==> config.mk <==
export PLATFORM = sky130hd
export DESIGN_NAME = sync_pulse_gen
export DESIGN_NICKNAME = d
export VERILOG_FILES = /design/src/rtl/sync_gen_pkg.sv /design/src/rtl/sync_edge_det.sv /design/src/rtl/sync_pulse_gen.sv
export SDC_FILE = /design/constraint.sdc
export NUM_CORES = 1
export LEC_CHECK = 0
export CORE_AREA = 2 2 93 95
export CTS_BUF_LIST = sky130_fd_sc_hd__clkbuf_4 sky130_fd_sc_hd__clkbuf_8 sky130_fd_sc_hd__clkbuf_16
export DETAILED_ROUTE_END_ITERATION = 16
export DIE_AREA = 0 0 95 97
export PLACE_DENSITY = 0.86
export SLEW_MARGIN = 20
export SYNTH_ARGS = -nofsm -noshare
export SYNTH_HDL_FRONTEND = slang
export SYNTH_SLANG_ARGS = --single-unit
export TNS_END_PERCENT = 10
==> constraint.sdc <==
create_clock -name user_clk -period 3.63 [get_ports user_clk]
set_clock_uncertainty 0.05 [all_clocks]
set_input_delay 0.726 -clock user_clk [delete_from_list [all_inputs] [get_ports user_clk]]
set_output_delay 0.726 -clock user_clk [all_outputs]
set_load 0.05 [all_outputs]
==> src/rtl/sync_gen_pkg.sv <==
// -----------------------------------------------------------------------------
// sync_gen_pkg
//
// Purpose:
//   Shared definitions for the sync pulse generator slice. Holds the FSM state
//   encoding, the bit positions of the software control word, and the default
//   widths used by the generator.
//
// Contents:
//   state_t              IDLE / ARMED / RUN state encoding
//   PERIODIC_BIT         ctrl_word bit selecting periodic (1) or one-shot (0)
//   ARM_BIT              ctrl_word bit whose rising edge starts an operation
//   STOP_BIT             ctrl_word level bit that forces the block to IDLE
//   DEFAULT_PERIOD_W     default width of the period field (P = period - 1)
//   DEFAULT_CNT_W        default width of the emitted-pulse counter
//   CTRL_W               width of the software control word
// -----------------------------------------------------------------------------
package sync_gen_pkg;

  localparam int CTRL_W           = 32;

  localparam int PERIODIC_BIT     = 31;
  localparam int ARM_BIT          = 30;
  localparam int STOP_BIT         = 29;

  localparam int DEFAULT_PERIOD_W = 24;
  localparam int DEFAULT_CNT_W    = 32;

  // ARMED is only reachable when the block aligns to the external reference.
  typedef enum logic [1:0] {
    ST_IDLE  = 2'd0,
    ST_ARMED = 2'd1,
    ST_RUN   = 2'd2
  } state_t;

endpackage : sync_gen_pkg

==> src/rtl/sync_edge_det.sv <==
// -----------------------------------------------------------------------------
// sync_edge_det
//
// Purpose:
//   Registers (or synchronises) a W-bit input and detects a rising edge on one
//   selected bit of the registered value.
//
//   STAGES = 0 : the input is already in the clock domain; it is captured by a
//                single plain register.
//   STAGES > 0 : the input is asynchronous; it passes through a chain of
//                STAGES synchroniser flops.
//
//   A separate history flop holds the previous value of the selected bit, and
//   rise = level & ~history. Rise detection is held off until the pipeline has
//   been refilled after reset, so a bit that is already high when reset is
//   released is treated as a level, not as an edge.
//
// Parameters:
//   STAGES    number of synchroniser flops (0 = single capture register)
//   W         width of the registered vector
//   RISE_BIT  index of the bit whose rising edge is reported
//
// Ports:
//   clk       clock, all logic on the rising edge
//   rst_n     synchronous active-low reset
//   d         raw input vector
//   level     registered / synchronised vector
//   rise      one-cycle strobe on a 0->1 transition of level[RISE_BIT]
// -----------------------------------------------------------------------------
module sync_edge_det #(
  parameter int STAGES   = 2,
  parameter int W        = 1,
  parameter int RISE_BIT = 0
) (
  input  logic         clk,
  input  logic         rst_n,
  input  logic [W-1:0] d,
  output logic [W-1:0] level,
  output logic         rise
);

  // A zero-stage build still needs one capture register.
  localparam int DEPTH = (STAGES == 0) ? 1 : STAGES;

  logic [W-1:0]   stage_q [DEPTH];
  logic           hist_q;
  logic [DEPTH:0] prime_q;

  // Capture / synchroniser chain; stage_q[0] is the first flop seeing d.
  always_ff @(posedge clk) begin
    if (!rst_n) begin
      for (int i = 0; i < DEPTH; i++) begin
        stage_q[i] <= '0;
      end
    end else begin
      stage_q[0] <= d;
      for (int i = 1; i < DEPTH; i++) begin
        stage_q[i] <= stage_q[i-1];
      end
    end
  end

  assign level = stage_q[DEPTH-1];

  // History flop for the watched bit, plus a priming shift register that
  // becomes all ones once the chain and the history flop both hold post-reset
  // samples. Until then a high level cannot be mistaken for an edge.
  always_ff @(posedge clk) begin
    if (!rst_n) begin
      hist_q  <= 1'b0;
      prime_q <= '0;
    end else begin
      hist_q  <= level[RISE_BIT];
      prime_q <= {prime_q[DEPTH-1:0], 1'b1};
    end
  end

  assign rise = prime_q[DEPTH] & level[RISE_BIT] & ~hist_q;

endmodule : sync_edge_det

==> src/rtl/sync_pulse_gen.sv <==
// -----------------------------------------------------------------------------
// sync_pulse_gen
//
// Purpose:
//   Software-controlled sync pulse generator. A rising edge on the arm bit of
//   the control word starts an operation; the block then emits one-cycle
//   pulses on sync_out every P+1 cycles (periodic mode) or a single pulse
//   (one-shot mode). The stop bit forces the block back to IDLE.
//
//   Build option SYNC_PULSE_GEN_EXT_ALIGN_EN:
//     defined   - after arming, the block waits in ARMED for a synchronised
//                 rising edge of sync_in before the first pulse.
//     undefined - arming goes straight to RUN; sync_in is ignored and has no
//                 flops behind it.
//
// Parameters:
//   PERIOD_W    width of the period field ctrl_word[PERIOD_W-1:0] (P)
//   CNT_W       width of sync_count
//
// Ports:
//   user_clk    clock, all logic on the rising edge
//   user_rst_n  synchronous active-low reset
//   ctrl_word   [31] periodic, [30] arm (rising edge), [29] stop (level),
//               [PERIOD_W-1:0] period minus one
//   sync_in     asynchronous external sync reference
//   sync_out    registered one-cycle sync pulse
//   armed       high whenever the state is not IDLE
//   sync_count  pulses emitted since the last arm (wraps silently)
// -----------------------------------------------------------------------------
module sync_pulse_gen
  import sync_gen_pkg::*;
#(
  parameter int PERIOD_W = DEFAULT_PERIOD_W,
  parameter int CNT_W    = DEFAULT_CNT_W
) (
  input  logic              user_clk,
  input  logic              user_rst_n,
  input  logic [CTRL_W-1:0] ctrl_word,
  input  logic              sync_in,
  output logic              sync_out,
  output logic              armed,
  output logic [CNT_W-1:0]  sync_count
);

  logic [CTRL_W-1:0]   ctrl_q;
  logic                arm_edge;
  logic                sync_rise;
  logic                periodic;
  logic                stop;
  logic [PERIOD_W-1:0] period_p;

  state_t              state_q;
  logic [PERIOD_W-1:0] timer_q;
  logic [PERIOD_W-1:0] p_lat_q;

  // The control word is already in the user_clk domain, so it is simply
  // registered once and the arm bit is edge-detected on the registered copy.
  sync_edge_det #(
    .STAGES   (0),
    .W        (CTRL_W),
    .RISE_BIT (ARM_BIT)
  ) u_ctrl_det (
    .clk   (user_clk),
    .rst_n (user_rst_n),
    .d     (ctrl_word),
    .level (ctrl_q),
    .rise  (arm_edge)
  );

  assign periodic = ctrl_q[PERIODIC_BIT];
  assign stop     = ctrl_q[STOP_BIT];
  assign period_p = ctrl_q[PERIOD_W-1:0];

  // The arm bit is consumed inside the edge detector and the bits between
  // the period field and the control bits carry no meaning here.
  generate
    if (PERIOD_W < STOP_BIT) begin : g_spare_bits
      logic unused_ctrl_bits;
      assign unused_ctrl_bits = ^{ctrl_q[ARM_BIT], ctrl_q[STOP_BIT-1:PERIOD_W]};
    end else begin : g_no_spare_bits
      logic unused_ctrl_bits;
      assign unused_ctrl_bits = ctrl_q[ARM_BIT];
    end
  endgenerate

`ifdef SYNC_PULSE_GEN_EXT_ALIGN_EN
  // sync_in is asynchronous: two synchroniser flops, then rise detection.
  localparam state_t START_STATE = ST_ARMED;

  logic unused_sync_level;

  sync_edge_det #(
    .STAGES   (2),
    .W        (1),
    .RISE_BIT (0)
  ) u_sync_det (
    .clk   (user_clk),
    .rst_n (user_rst_n),
    .d     (sync_in),
    .level (unused_sync_level),
    .rise  (sync_rise)
  );
`else
  // Without alignment the block runs as soon as it is armed.
  localparam state_t START_STATE = ST_RUN;

  logic unused_sync_in;
  assign unused_sync_in = sync_in;
  assign sync_rise      = 1'b0;
`endif

  // Main FSM with registered outputs.
  //
  // The timer counts up from 0 and a pulse is issued when it reaches the
  // latched period. On every pulse the current period field is latched and
  // the timer restarts, so a period change written mid-period only affects
  // the interval that begins at the next pulse. Arming clears both the timer
  // and the latch so that the first RUN cycle always produces a pulse.
  //
  // In one-shot mode the cycle following the pulse (sync_out still high)
  // returns the block to IDLE, which also stops P=0 from pulsing twice.
  //
  // Stop is checked before anything else: it wins over an arm edge arriving
  // in the same cycle and suppresses a pulse that would otherwise be due.
  always_ff @(posedge user_clk) begin
    if (!user_rst_n) begin
      state_q    <= ST_IDLE;
      sync_out   <= 1'b0;
      armed      <= 1'b0;
      sync_count <= '0;
      timer_q    <= '0;
      p_lat_q    <= '0;
    end else begin
      sync_out <= 1'b0;
      if (stop) begin
        state_q <= ST_IDLE;
        armed   <= 1'b0;
      end else begin
        case (state_q)
          ST_IDLE: begin
            if (arm_edge) begin
              state_q    <= START_STATE;
              armed      <= 1'b1;
              sync_count <= '0;
              timer_q    <= '0;
              p_lat_q    <= '0;
            end
          end

          ST_ARMED: begin
            if (sync_rise) begin
              state_q <= ST_RUN;
            end
          end

          ST_RUN: begin
            if (sync_out && !periodic) begin
              state_q <= ST_IDLE;
              armed   <= 1'b0;
            end else if (timer_q == p_lat_q) begin
              sync_out   <= 1'b1;
              sync_count <= sync_count + CNT_W'(1);
              timer_q    <= '0;
              p_lat_q    <= period_p;
            end else begin
              timer_q <= timer_q + PERIOD_W'(1);
            end
          end

          default: begin
            state_q <= ST_IDLE;
            armed   <= 1'b0;
          end
        endcase
      end
    end
  end

endmodule : sync_pulse_gen

==> key figures <==
Floorplan
  – Die ar.: roughly 9200 µm²
  – Initial core utilization: 0.573
  – Placement Rows: 33
  – Core box area: ~8000 µm²
  – Die height: a little under 100 µm
  – Die X: between 90 and 100 µm
  – I/O pin count: roughly 70

Critical path
  – Slowest-stage cell, CP: nor4_1
  – CP Max Fanout: 36
  – Worst path cell trace: xor2_1 -> nor4_1 -> nand4_1 -> nor2_2 -> nand3_2 -> clkinv_2 -> nand4_1 -> o21ai_0
  – Worst endpoint required time: 3.89 ns
  – R2r startpoint: timer_q[20]
  – Worst r2r path cells: 8
  – WP data arrival: approximately 3 ns
  – CP Capture Type: flop
  – Flop-to-flop setup slack: 0.94 ns
  – Worst reg2reg endpoint: sync_count[24]
  – Critical Path Source Type: flop
  – Crit path top cell by count: nand4_1
  – Cell family with most CP delay: simple AND/OR/NAND/NOR gates
  – Max incr delay on CP: approximately 0.50 ns
  – Setup CP Type: flop to flop
  – Worst path bufs/invs: 1

GRT
  – Met3 GRT Util: 0.0444
  – Total GRT Usage: 0.234
  – GR Util met1: 0.321
  – Antenna violations before repair: 0
  – Met2 Usage GRT: 0.366
  – Global-route wire length before repair: 17200 µm
  – Vias in the first global route: approximately 3600
  – Largest net degree at the start of global routing: 39
  – Gr ovfl total: 0
  – Most utilized layer in the global route result: met2

STA
  – Final number of max-transition violations: 0
  – Final setup violation count: 0
  – Fin crit share: 0.741
  – Fin crit period: approximately 2.7 ns
  – Final Hold Vio Count: 0
  – Max-slew headroom: 0.353
  – Fmax: 0.372 GHz
  – Worst Tran Pin Value: just under 1 ns
  – Post-route setup TNS: 0 ns
  – RSZ-0062 raised after global routing: no

Min path
  – Hold path depth: 1
  – Sink of the worst hold path: u_ctrl_det.prime_q[1]
  – Hold WC Path Type: flop to flop
  – HP Start: u_ctrl_det.prime_q[0]

Yosys
  – Post-synth EDFFs: 0
  – Cells after synthesis: around 500
  – Register area share after synthesis: 0.481
  – Most numerous cell in the Yosys netlist: dfxtp_1
  – Count of cell types in the netlist: 51
  – Area of the mapped netlist: 4660 µm²
  – Top-area cell type share of the netlist area: 0.481
  – Async SR Flop Fraction: 0
  – Synthesis Warnings: 0
  – Synth area leader: dfxtp_1
  – Synth cell count leaders: dfxtp_1 (112), nor2_1 (48), nand2_1 (32)
  – Top FF cell, synth: dfxtp_1
  – Syn_nets: about 540
  – Largest cells by area after synthesis: dfxtp_1 (48%), xnor2_1 (5.4%), a22o_1 (4.7%)
  – Avg Inst Size Synth: 9.34 µm²
  – Number of synthesized register bits: about 110

CTS
  – TritonCTS Buffers: 9
  – # clock sinks: approximately 110
  – CTS tree: built
  – CTS max path bufs: 2
  – Reg clk slew, reported paths: ~0.11 ns
  – Worst skew pair latency: approximately 0.38 ns
  – CTS Hold Bufs: 0
  – Root buf cell: clkbuf_8
  – Post-cts resize count: 0
  – Post-CTS Setup Inserts: 0
  – CTS H-tree depth: 3

Outcome
  – Status: finished clean

Placement
  – Number of port buffers: 62
  – Final GP Congestion: around 0.87
  – Placed inst area: roughly 5300 µm²
  – Placed insts: 650
  – Detailed placer's ending HPWL: ~7400 µm

Drt
  – WL final: 10300 µm
  – Drt first pass iters: 7
  – Via count: approximately 3800
  – DRT iter0 DRCs: 249
  – Routed WL per cell: approximately 15 µm
  – Antenna viol nets, final: 0
  – Avg Vias per Cell: 5.77
  – # DRC: 0

Finish
  – Nets: 593
  – Final Util: 0.679
  – Area grow syn2layout: 18.5%
  – Layout cells sized above 1: 0.0606
  – Post-route cell area: about 5500 µm²
  – Antenna cell count: 0
  – Final Non-Filler Cells: between 600 and 700

Run
  – Max cap viols: 0

Power
  – Power Dens Cells: around 370 nW/µm²
  – P_leak: approximately 2.1 nW
  – Peak VDD IR: around 0.21 mV
  – Total design power: between 2 and 2.5 mW
==> area by class of cell <==
cell class                 instances  area, µm²
inverter                           9       35.0
fill                             636       2610
clock inverter                     7       62.6
timing repair buffer              65        643
tap                              105        131
multi-input combinational        359       2290
clock buffer                       9        124
sequential                       112       2240
==> worst max-delay path by stage <==
stage / from / to / slack (ns) / depth (start not counted)
after floorplan: sync_count[0] / sync_count[24] / 1.08 / 8
after global placement: user_rst_n / p_lat_q[12] / 0.86 / 6
after detailed placement: user_rst_n / p_lat_q[15] / 0.80 / 6
after CTS: timer_q[20] / sync_count[24] / 0.95 / 8
after global routing: timer_q[20] / sync_count[24] / 0.74 / 8
final: timer_q[20] / sync_count[24] / 0.94 / 8
==> worst reg2reg max path, cell delays in order (launching register included) <==
cell,delay (ns)
dfxtp_1,0.36
xor2_1,0.19
nor4_1,0.50
nand4_1,0.23
nor2_2,0.26
nand3_2,0.23
clkinv_2,0.48
nand4_1,0.15
o21ai_0,0.17
==> cell usage in the layout, fill, tap and decap left out, types with 2 or more instances in the layout <==
master           instances
dfxtp_1                112
nand3_1                 17
a21oi_1                 22
mux2i_1                  2
nor2b_1                  3
clkdlybuf4s50_1         62
or4_1                    3
a31oi_1                  7
inv_8                    2
clkbuf_8                 9
a22o_1                  25
o21ai_1                  4
inv_1                    8
and2_1                  30
ha_1                     2
nor3_1                  17
nand2_1                 32
and3_1                  17
o21ai_0                 22
nand4_1                 13
nor2_1                  48
nand3_2                  2
nor4_1                   5
o31ai_1                  7
a41oi_1                  6
and4_1                   2
clkinv_2                 2
a21o_1                   3
xnor2_1                 29
xor2_1                  19
buf_4                    3
nor3b_1                  2
clkinv_4                 3
==> per-layer routing <==
metal | vias to the layer above | share of wire
met4 | 0 | 0.018
li1 | 1880 | -
met1 | 1805 | 0.45
met2 | 139 | 0.47
met3 | 18 | 0.057
met5 | - | 0
==> metrics by stage <==
step	hold slack [ns]	setup slack, ns
after floorplan	0.362	1.08
after global placement	0.366	0.859
after detailed placement	0.373	0.801
after CTS	0.398	0.949
after global routing	0.417	0.739
final	0.400	0.941
==> power by group <==
part | switching [mW] | internal (mW) | leakage [nW] | total (mW)
clock network | 0.436 | 0.264 | 0.0976 | 0.700
logic | 0.0547 | 0.0510 | 1.09 | 0.106
registers | 0.00985 | 1.25 | 0.910 | 1.26
total | 0.501 | 1.56 | 2.09 | 2.06
==> state kept, by name, summed over array words and instances (netlist names) <==
signal / count
sync_count: 32
u_ctrl_det.stage_q: 27
p_lat_q: 24
timer_q: 24
u_ctrl_det.prime_q: 2
armed: 1
sync_out: 1
u_ctrl_det.hist_q: 1
==> kinds of logic after synthesis <==
logic type / after synthesis / synth area share
simple gates: 205 / 0.241
flops: 112 / 0.481
compound gates: 101 / 0.145
xor+xnor: 48 / 0.0902
buf+inv: 28 / 0.0295
mux: 3 / 0.00751
fa+ha+maj: 2 / 0.00537
No activity file was read; power rests on OpenSTA's default activity.
